## config.mk

```make
export PLATFORM = sky130hd
export DESIGN_NAME = seg7_mux_driver
export DESIGN_NICKNAME = d
export VERILOG_FILES = /design/src/rtl/seg7_pkg.sv /design/src/rtl/seg7_hex_decode.sv /design/src/rtl/seg7_mux_driver.sv
export SDC_FILE = /design/constraint.sdc
export NUM_CORES = 1
export LEC_CHECK = 0
export CAP_MARGIN = 10
export CORE_UTILIZATION = 30
export DETAILED_ROUTE_END_ITERATION = 10
export PLACE_DENSITY = 0.6
export SYNTH_ARGS = -nofsm -noshare
export SYNTH_HDL_FRONTEND = slang
export SYNTH_SLANG_ARGS = --single-unit
export TNS_END_PERCENT = 5
```

## constraint.sdc

```tcl
create_clock -name clk -period 3.2 [get_ports clk]
set_clock_uncertainty 0.2 [all_clocks]
set_input_delay 0.32 -clock clk [delete_from_list [all_inputs] [get_ports clk]]
set_output_delay 0.32 -clock clk [all_outputs]
set_load 0.02 [all_outputs]
```

## src/rtl/seg7_pkg.sv

```systemverilog
// Shared constants for the 7-segment display blocks.
// Segment vectors here are logical (1 = lit), bit0 = a .. bit6 = g.
package seg7_pkg;

    localparam int SEG_W = 7;

    typedef logic [SEG_W-1:0] seg_t;

    // Logical "all segments dark" pattern, before any output polarity is applied.
    localparam seg_t SEG_OFF = 7'h00;

    // Hex glyph table. Entry 15 sits in the MSB position, so HEX_TABLE[n] is glyph n.
    localparam logic [15:0][SEG_W-1:0] HEX_TABLE = {
        7'h71, 7'h79, 7'h5E, 7'h39,   // F E d C
        7'h7C, 7'h77, 7'h6F, 7'h7F,   // b A 9 8
        7'h07, 7'h7D, 7'h6D, 7'h66,   // 7 6 5 4
        7'h4F, 7'h5B, 7'h06, 7'h3F    // 3 2 1 0
    };

    // Glyph lookup, usable in any block that needs a combinational decode.
    function automatic seg_t hex_to_seg(input logic [3:0] nib);
        return HEX_TABLE[nib];
    endfunction

endpackage

```

## src/rtl/seg7_hex_decode.sv

```systemverilog
// Combinational hex nibble to logical 7-segment pattern (1 = lit, bit0 = a).
module seg7_hex_decode
    import seg7_pkg::*;
(
    input  logic [3:0]       nib_i,
    output logic [SEG_W-1:0] seg_o
);

    // Straight table lookup; no polarity handling here so every display block can share it.
    always_comb begin
        seg_o = hex_to_seg(nib_i);
    end

endmodule

```

## src/rtl/seg7_mux_driver.sv

```systemverilog
// Time-multiplexed N-digit 7-segment driver.
// A refresh counter splits time into digit slots; the first cycle of each slot is
// blanked so the previous digit's segments never bleed into the next anode.
// Everything visible at the pins is registered, polarity applied only at the flops.
module seg7_mux_driver
    import seg7_pkg::*;
#(
    parameter int N_DIGITS    = 4,        // 1..8
    parameter int REFRESH_DIV = 100000,   // cycles per digit slot, >= 2
    parameter bit ACTIVE_LOW  = 1'b1      // 1: common anode, outputs low = on
) (
    input  logic                      clk,
    input  logic                      rst,
    input  logic [4*N_DIGITS-1:0]     data,
    input  logic [SEG_W*N_DIGITS-1:0] raw_seg,
    input  logic                      raw_mode,
    input  logic [N_DIGITS-1:0]       dp,
    input  logic [N_DIGITS-1:0]       digit_en,
    output logic [SEG_W-1:0]          catodo,
    output logic                      punto,
    output logic [N_DIGITS-1:0]       anodo,
    output logic                      scan_tick
);

    localparam int CNT_W = $clog2(REFRESH_DIV);
    localparam int IDX_W = (N_DIGITS > 1) ? $clog2(N_DIGITS) : 1;

    localparam logic [CNT_W-1:0] CNT_LAST = CNT_W'(REFRESH_DIV - 1);
    localparam logic [IDX_W-1:0] IDX_LAST = IDX_W'(N_DIGITS - 1);

    // Scan state
    logic [CNT_W-1:0] cnt_q, cnt_d;
    logic [IDX_W-1:0] idx_q, idx_d;

    // Registered pin drivers (already polarity-adjusted)
    logic [SEG_W-1:0]    catodo_q, catodo_d;
    logic                punto_q,  punto_d;
    logic [N_DIGITS-1:0] anodo_q,  anodo_d;
    logic                tick_q,   tick_d;

    // Per-slot selections from the live inputs
    logic [3:0]          sel_nib;
    logic [SEG_W-1:0]    sel_raw;
    logic                sel_dp;
    logic                sel_en;
    logic [N_DIGITS-1:0] sel_onehot;
    logic [SEG_W-1:0]    hex_seg;

    // Logical (active-high) next outputs before the polarity stage
    logic                blank;
    logic                lit;
    logic [SEG_W-1:0]    seg_log;
    logic [SEG_W-1:0]    cat_log;
    logic                pt_log;
    logic [N_DIGITS-1:0] an_log;

    // Pick the current digit's fields. A compare loop keeps every part-select
    // constant, which stays clean for any N_DIGITS including 1.
    always_comb begin
        sel_nib    = '0;
        sel_raw    = SEG_OFF;
        sel_dp     = 1'b0;
        sel_en     = 1'b0;
        sel_onehot = '0;
        for (int k = 0; k < N_DIGITS; k++) begin
            if (idx_q == IDX_W'(k)) begin
                sel_nib       = data[4*k +: 4];
                sel_raw       = raw_seg[SEG_W*k +: SEG_W];
                sel_dp        = dp[k];
                sel_en        = digit_en[k];
                sel_onehot[k] = 1'b1;
            end
        end
    end

    seg7_hex_decode u_hex (
        .nib_i (sel_nib),
        .seg_o (hex_seg)
    );

    // Slot timing: counter wraps at the end of a slot and moves to the next digit.
    always_comb begin
        tick_d = (cnt_q == CNT_LAST);
        cnt_d  = tick_d ? '0 : cnt_q + CNT_W'(1);
        idx_d  = idx_q;
        if (tick_d) begin
            idx_d = (idx_q == IDX_LAST) ? '0 : idx_q + IDX_W'(1);
        end
    end

    // Logical outputs: blank on the slot's first cycle or for a disabled digit.
    always_comb begin
        blank   = (cnt_q == '0);
        lit     = !blank && sel_en;
        seg_log = raw_mode ? sel_raw : hex_seg;
        cat_log = lit ? seg_log : SEG_OFF;
        pt_log  = lit && sel_dp;
        an_log  = lit ? sel_onehot : '0;
    end

    // Polarity stage: flip to the board's drive sense right before the flops.
    always_comb begin
        catodo_d = cat_log ^ {SEG_W{ACTIVE_LOW}};
        punto_d  = pt_log ^ ACTIVE_LOW;
        anodo_d  = an_log ^ {N_DIGITS{ACTIVE_LOW}};
    end

    // State and output registers; reset parks every pin in its inactive level.
    always_ff @(posedge clk) begin
        if (rst) begin
            cnt_q    <= '0;
            idx_q    <= '0;
            tick_q   <= 1'b0;
            catodo_q <= {SEG_W{ACTIVE_LOW}};
            punto_q  <= ACTIVE_LOW;
            anodo_q  <= {N_DIGITS{ACTIVE_LOW}};
        end else begin
            cnt_q    <= cnt_d;
            idx_q    <= idx_d;
            tick_q   <= tick_d;
            catodo_q <= catodo_d;
            punto_q  <= punto_d;
            anodo_q  <= anodo_d;
        end
    end

    assign catodo    = catodo_q;
    assign punto     = punto_q;
    assign anodo     = anodo_q;
    assign scan_tick = tick_q;

endmodule

```

Yosys cells after proc, flatten, opt, wreduce, memory -nomap -nowiden
Memory sizes are Yosys's and may differ from the RTL's.
Index checks and enable logic that the tools add are counted.
{ "word_totals": {"register_bits": 32, "latch_bits": 0, "mem_bits_rw": 0, "rom_bits": 112, "inputBits": 55, "out_inout_bits": 13, "elab_cells": 48, "memories": 1} }
{ "op_classes": {"n_addsub": 2, "mul": 0, "n_div": 0, "order_cmp": 1, "eq_ne": 4, "shifts": 0, "n_mux": 25, "n_bitwise": 3, "n_reduce_logical": 6} }
{ "mem_list": {"columns": ["name", "depth", "width", "rd", "rd_ports_with_merged_regs", "write_ports", "line", "text"], "rows": [
  ["(no name shown)", 16, 7, 1, 0, 0, "seg7_pkg.sv:22", "return HEX_TABLE[nib];"]
]} }
{ "ops": {"columns": ["op", "n"], "rows": [
  ["two-way mux 7 bit", 7],
  ["two-way mux 4 bit", 5],
  ["adder 17 x 1 -> 17 bit, second input constant", 1],
  ["equality test 17 bit, second input constant", 1],
  ["zero test 17 bit", 1],
  ["two-way mux 1 bit", 12],
  ["inverter 7 bit", 1],
  ["less-than comparator 4 x 5 -> 1 bit, second input constant", 1],
  ["equality test 2 bit, second input constant", 2],
  ["inverter 4 bit", 1],
  ["adder 2 x 1 -> 2 bit, second input constant", 1],
  ["equality test 2 x 1 -> 1 bit, second input constant", 1],
  ["logical AND 1 bit", 2],
  ["zero test 2 bit", 1],
  ["two-way mux 2 bit", 1],
  ["OR reduction 2 bit", 1],
  ["zero test 1 bit", 1],
  ["inverter 1 bit", 1]
]} }

Longest topological paths before layout
{ "logic_depth": {"word_depth": 10, "ltp_mapped": 12, "depth_no_buf": 11} }

Hierarchy
A second synthesis with hierarchy kept.
{ "hier_totals": {"hier_cells": 239, "hier_area_um2": 2005.7} }
{ "modules_own_cells": {"columns": ["module", "instances", "cells_per_inst", "area_each_um2"], "rows": [
  ["seg7_mux_driver", 1, 206, 1722.9],
  ["seg7_hex_decode", 1, 33, 282.8]
]} }

Worst setup path after synthesis
No wires, ideal clock.
{ "synth_path": {"path_type": "reg-to-reg", "from": "register idx_q[0]", "to": "register catodo_q[3], in the netlist catodo[3]", "setup_time_ns": 0.095, "t_arrival_ns": 2.276, "slack_ns": 0.629, "stages_incl_launch_ff": 12, "path_buffers": 2, "synth_period_minus_slack_ns": 2.571, "cell_sequence": "dfxtp_1 ha_1 clkbuf_1 clkbuf_1 nor2_1 o211ai_1 o221ai_1 inv_1 ha_1 and2_1 and3b_1 o311ai_1"} }
{ "synth_via": {"elab_chain_cells": 10, "elab_cells_between_ends": 22} }
{ "synth_rtl": {"columns": ["item", "line", "text"], "rows": [
  ["from (decl)", "seg7_mux_driver.sv:33", "logic [IDX_W-1:0] idx_q, idx_d;"],
  ["from (signal assigned)", "seg7_mux_driver.sv:119", "idx_q <= idx_d;"],
  ["zero test 2 bit", "seg7_mux_driver.sv:66", "if (idx_q == IDX_W'(k)) begin"],
  ["two-way mux 4 bit (4 in a row)", "seg7_mux_driver.sv:66", null],
  ["memory (16 x 7 bit)", null, null],
  ["two-way mux 7 bit (not written as such)", "seg7_pkg.sv:22", null],
  ["two-way mux 7 bit", "seg7_mux_driver.sv:95", "seg_log = raw_mode ? sel_raw : hex_seg;"],
  ["two-way mux 7 bit (*)", "seg7_mux_driver.sv:96", "cat_log = lit ? seg_log : SEG_OFF;"],
  ["inverter 7 bit (no source line) (*)", null, null],
  ["to (signal assigned)", "seg7_mux_driver.sv:114", "catodo_q <= {SEG_W{ACTIVE_LOW}};"],
  ["to (signal assigned)", "seg7_mux_driver.sv:121", "catodo_q <= catodo_d;"],
  ["to (decl)", "seg7_mux_driver.sv:36", "logic [SEG_W-1:0] catodo_q, catodo_d;"]
]} }
Mark *: on every way between the ends. The rest lies on a longest branch, timed or not. The select of a mux whose other input is x is not followed.
A chain may end at the register's enable or synchronous reset.

Final worst setup path
Ends and elaborated chain as after synthesis.

==> flow_summary.json <==
{
  "avgRoutedWirePerCell_microns": 13.8,
  "row_count": 29,
  "chipWidth_microns": 83.4,
  "grtUsageTotal_pct": 16.1,
  "slew_headroom_pct": 64.2,
  "internal_power_mw": 0.661,
  "ys_dominant_reg_cell": "dfxtp_1",
  "post_cts_sizing": 0,
  "io_buffer_count": 67,
  "start_kind": "flip-flop",
  "die_h_microns": 83.4,
  "cellPowerDensity_mw_per_mm2": 317,
  "clk_pin_slew_worst_setup_hold_paths_ns": 0.08,
  "cp-end-kind": "flip-flop",
  "drv_cap": 0,
  "crit-reg2reg-launch": "idx_q[0]",
  "cts.sink_count": 32,
  "pwr-share-comb_pct": 18.4,
  "globalRouteOverflowTotal": 0,
  "post-place-ws_ns": 0.464,
  "finalSetupViolations": 0,
  "total_placed_cells_including_tap_cells": 392,
  "max_freq_ghz": 0.363,
  "number_of_cts_inserted_buffers": 5,
  "cts_tree": "done",
  "synth-seq-area-share_pct": 32.2,
  "die_area_sq_mm": 0.00696,
  "root_buffer": "clkbuf_8",
  "global_route.peak_usage_layer": "met2",
  "ctsHoldBuffers": 0,
  "holdPathStages": 1,
  "finish.net_count": 390,
  "htree_num_levels": 2,
  "crit_path_frequent_cell": "ha_1",
  "globalRouteMet1Util_pct": 23.3,
  "routed_wire_length_mm": 5.50,
  "layout_area_growth_over_synthesis_pct": 43.3,
  "cp_slowest_cell": "ha_1",
  "power.share.switching_pct": 26.8,
  "r2r_setup_slack_ns": 0.44,
  "first_global_vias": 1827,
  "floorplan.initialDensity_pct": 31.1,
  "power.share.clock_pct": 36.0,
  "finalCoreUtilization_pct": 44.6,
  "drtPass1Iterations": 4,
  "gp_routability_congestion": 0.876,
  "worst_hold_path.endpoint": "cnt_q[0]",
  "tightest_slew_ns": 0.536,
  "fin_crit_ns": 2.76,
  "post_cts_buffers": 0,
  "floorplan.core_area_sq_mm": 0.00639,
  "max_stage_delay_ns": 0.52,
  "path_buf_inv": 0,
  "synth.ff_latch_count": 32,
  "finalHoldViolCount": 0,
  "synth_edf_count": 0,
  "global_route_wire_length_before_repair_mm": 8.92,
  "cells_traversed_along_the_worst_timing_path": "ha_1, nand2b_1, o22ai_1, a31oi_1, ha_1, and2_1, and3b_1, o311ai_1",
  "use_met3_pct": 2.58,
  "clockBufferDepth": 2,
  "synth.top_cells.by_count": "32 x dfxtp_1, 31 x nand2_1, 26 x nor2_1",
  "cp_data_required_time_ns": 3.18,
  "worstPathArrival_ns": 2.74,
  "final_layout_size_suffix_gt1_share_pct": 5.88,
  "max-vdd-ir-drop_mv": 0.226,
  "vias": 1949,
  "final-max-slew-violation-count": 0,
  "grt_use_met2_pct": 24.5,
  "fillers": 651,
  "synthesis.instances": 254,
  "largest_net_degree_at_the_start_of_global_routing": 18,
  "r2r-end": "catodo[3]",
  "antennaDiodeCount": 0,
  "synthArstFlopShare_pct": 0,
  "p_leak_nw": 1.06,
  "crit_fanout": 15,
  "drt_first_iter_violations": 151,
  "fin_cells": 400,
  "post-dp-hpwl_mm": 4.12,
  "post-route-drc-count": 0,
  "layout_setup_ws_ns": 0.442,
  "worst_hold_path_type": "flip-flop to flip-flop",
  "netlist-cell-type-count": 48,
  "ant_nets": 0,
  "switching_power_mw": 0.242,
  "synth_area_leaders": "dfxtp_1 32%, ha_1 8.2%, nand2_1 5.9%",
  "timing.reg2reg.worst_path_depth": 8,
  "clock_insertion_delay_worst_skew_ns": 0.28,
  "synthesis.nets": 322,
  "synth.avg_cell_area_sq_um": 7.83,
  "synth.top_cell.area_share_pct": 32.2,
  "grt_setup_unrepaired": "false",
  "run_status": "finished, final reports clean",
  "via_per_inst": 4.87,
  "synthDominantAreaCellType": "dfxtp_1",
  "power.share.sequential_pct": 45.7,
  "crit_path_leading_delay_family": "adder cells",
  "syn-cell-area_sq_mm": 0.00199,
  "setup-tns-final_ns": 0,
  "yosysMostFrequentCell": "dfxtp_1",
  "timing.final.crit_share_pct": 86.2,
  "grt_antenna_before_repair": 0,
  "critPathKind": "flip-flop to flip-flop",
  "yosysWarningCount": 0,
  "hold_path.startpoint": "cnt_q[0]",
  "io_pins": 68
}
sequential cells by signal, indices dropped and copies added (netlist names):
| name | flops |
|---|---|
| anodo | 4 |
| cnt_q | 17 |
| idx_q | 2 |
| scan_tick | 1 |
| catodo | 7 |
| punto | 1 |
power groups by stage:
stage	sequential, mW	combinational (mW)	clock [mW]
2_1_floorplan	0.429	0.0584	0
3_3_place_gp	0.422	0.166	0
3_5_place_dp	0.422	0.165	0
4_1_cts	0.412	0.166	0.331
5_1_grt	0.413	0.180	0.350
6_report	0.412	0.166	0.325
cells by family (layout without fill, tap and decap cells):
| group | Yosys count | count (layout) | synth area share (%) |
|---|---|---|---|
| adders and majority gates | 13 | 13 | 8.18 |
| DFF | 32 | 32 | 32.2 |
| muxes | 3 | 3 | 1.57 |
| buffers and inverters | 29 | 98 | 5.79 |
| and+or+nand+nor | 107 | 107 | 27.2 |
| xor gates and xnor gates | 16 | 16 | 7.05 |
| AOI/OAI and AO/OA | 54 | 54 | 17.9 |
placed cells by master (no fill, tap or decap), types with 4 or more instances in the layout:
master	synthesis	final
buf_4	1	8
o211ai_1	8	8
dfxtp_1	32	32
xnor2_1	8	8
nor2b_1	4	4
o21ai_0	6	6
nand4_1	4	4
clkdlybuf4s50_1	0	67
inv_1	15	15
clkbuf_8	0	5
ha_1	13	13
nand3b_1	9	9
nor2_1	26	26
nand2_1	31	31
nand3_1	10	10
a211oi_1	4	4
a21oi_1	18	18
xor2_1	8	8
cell type report:
class	count	area [sq um]	area share (%)
Multi-Input combinational cell	193	1230	43.3
Timing Repair Buffer	75	731	25.6
Sequential cell	32	641	22.5
Tap cell	77	96.3	3.38
Clock buffer	5	68.8	2.42
Inverter	15	56.3	1.98
Clock inverter	3	23.8	0.834
routing by layer:
metal / share of wire (%) / vias to the layer above / wire, microns
li1: - / 1019 / -
met1: 53 / 866 / 2890
met2: 42 / 59 / 2310
met3: 4.7 / 5 / 258
met4: 0.84 / 0 / 46
met5: 0 / - / 0
metrics by stage:
stage | hold slack (ns) | power [mW] | cell area (sq um)
global route | 0.315 | 0.944 | 2850
detailed placement | 0.255 | 0.587 | 2760
floorplan | 0.189 | 0.487 | 1990
CTS | 0.273 | 0.909 | 2850
global placement | 0.250 | 0.588 | 2760
finish | 0.268 | 0.903 | 2850
worst max-delay path by stage:
| stage | start | end | slack, ns | depth (start not counted) |
|---|---|---|---|---|
| 4_1_cts | idx_q[0] | catodo[0] | 0.45 | 9 |
| 2_1_floorplan | idx_q[0] | catodo[3] | 0.63 | 11 |
| 6_report | idx_q[0] | catodo[3] | 0.44 | 8 |
| 5_1_grt | idx_q[0] | catodo[0] | 0.20 | 9 |
| 3_5_place_dp | idx_q[0] | catodo[3] | 0.46 | 8 |
| 3_3_place_gp | idx_q[0] | catodo[3] | 0.58 | 9 |
Note: power is estimated with default switching activity, not from simulation.
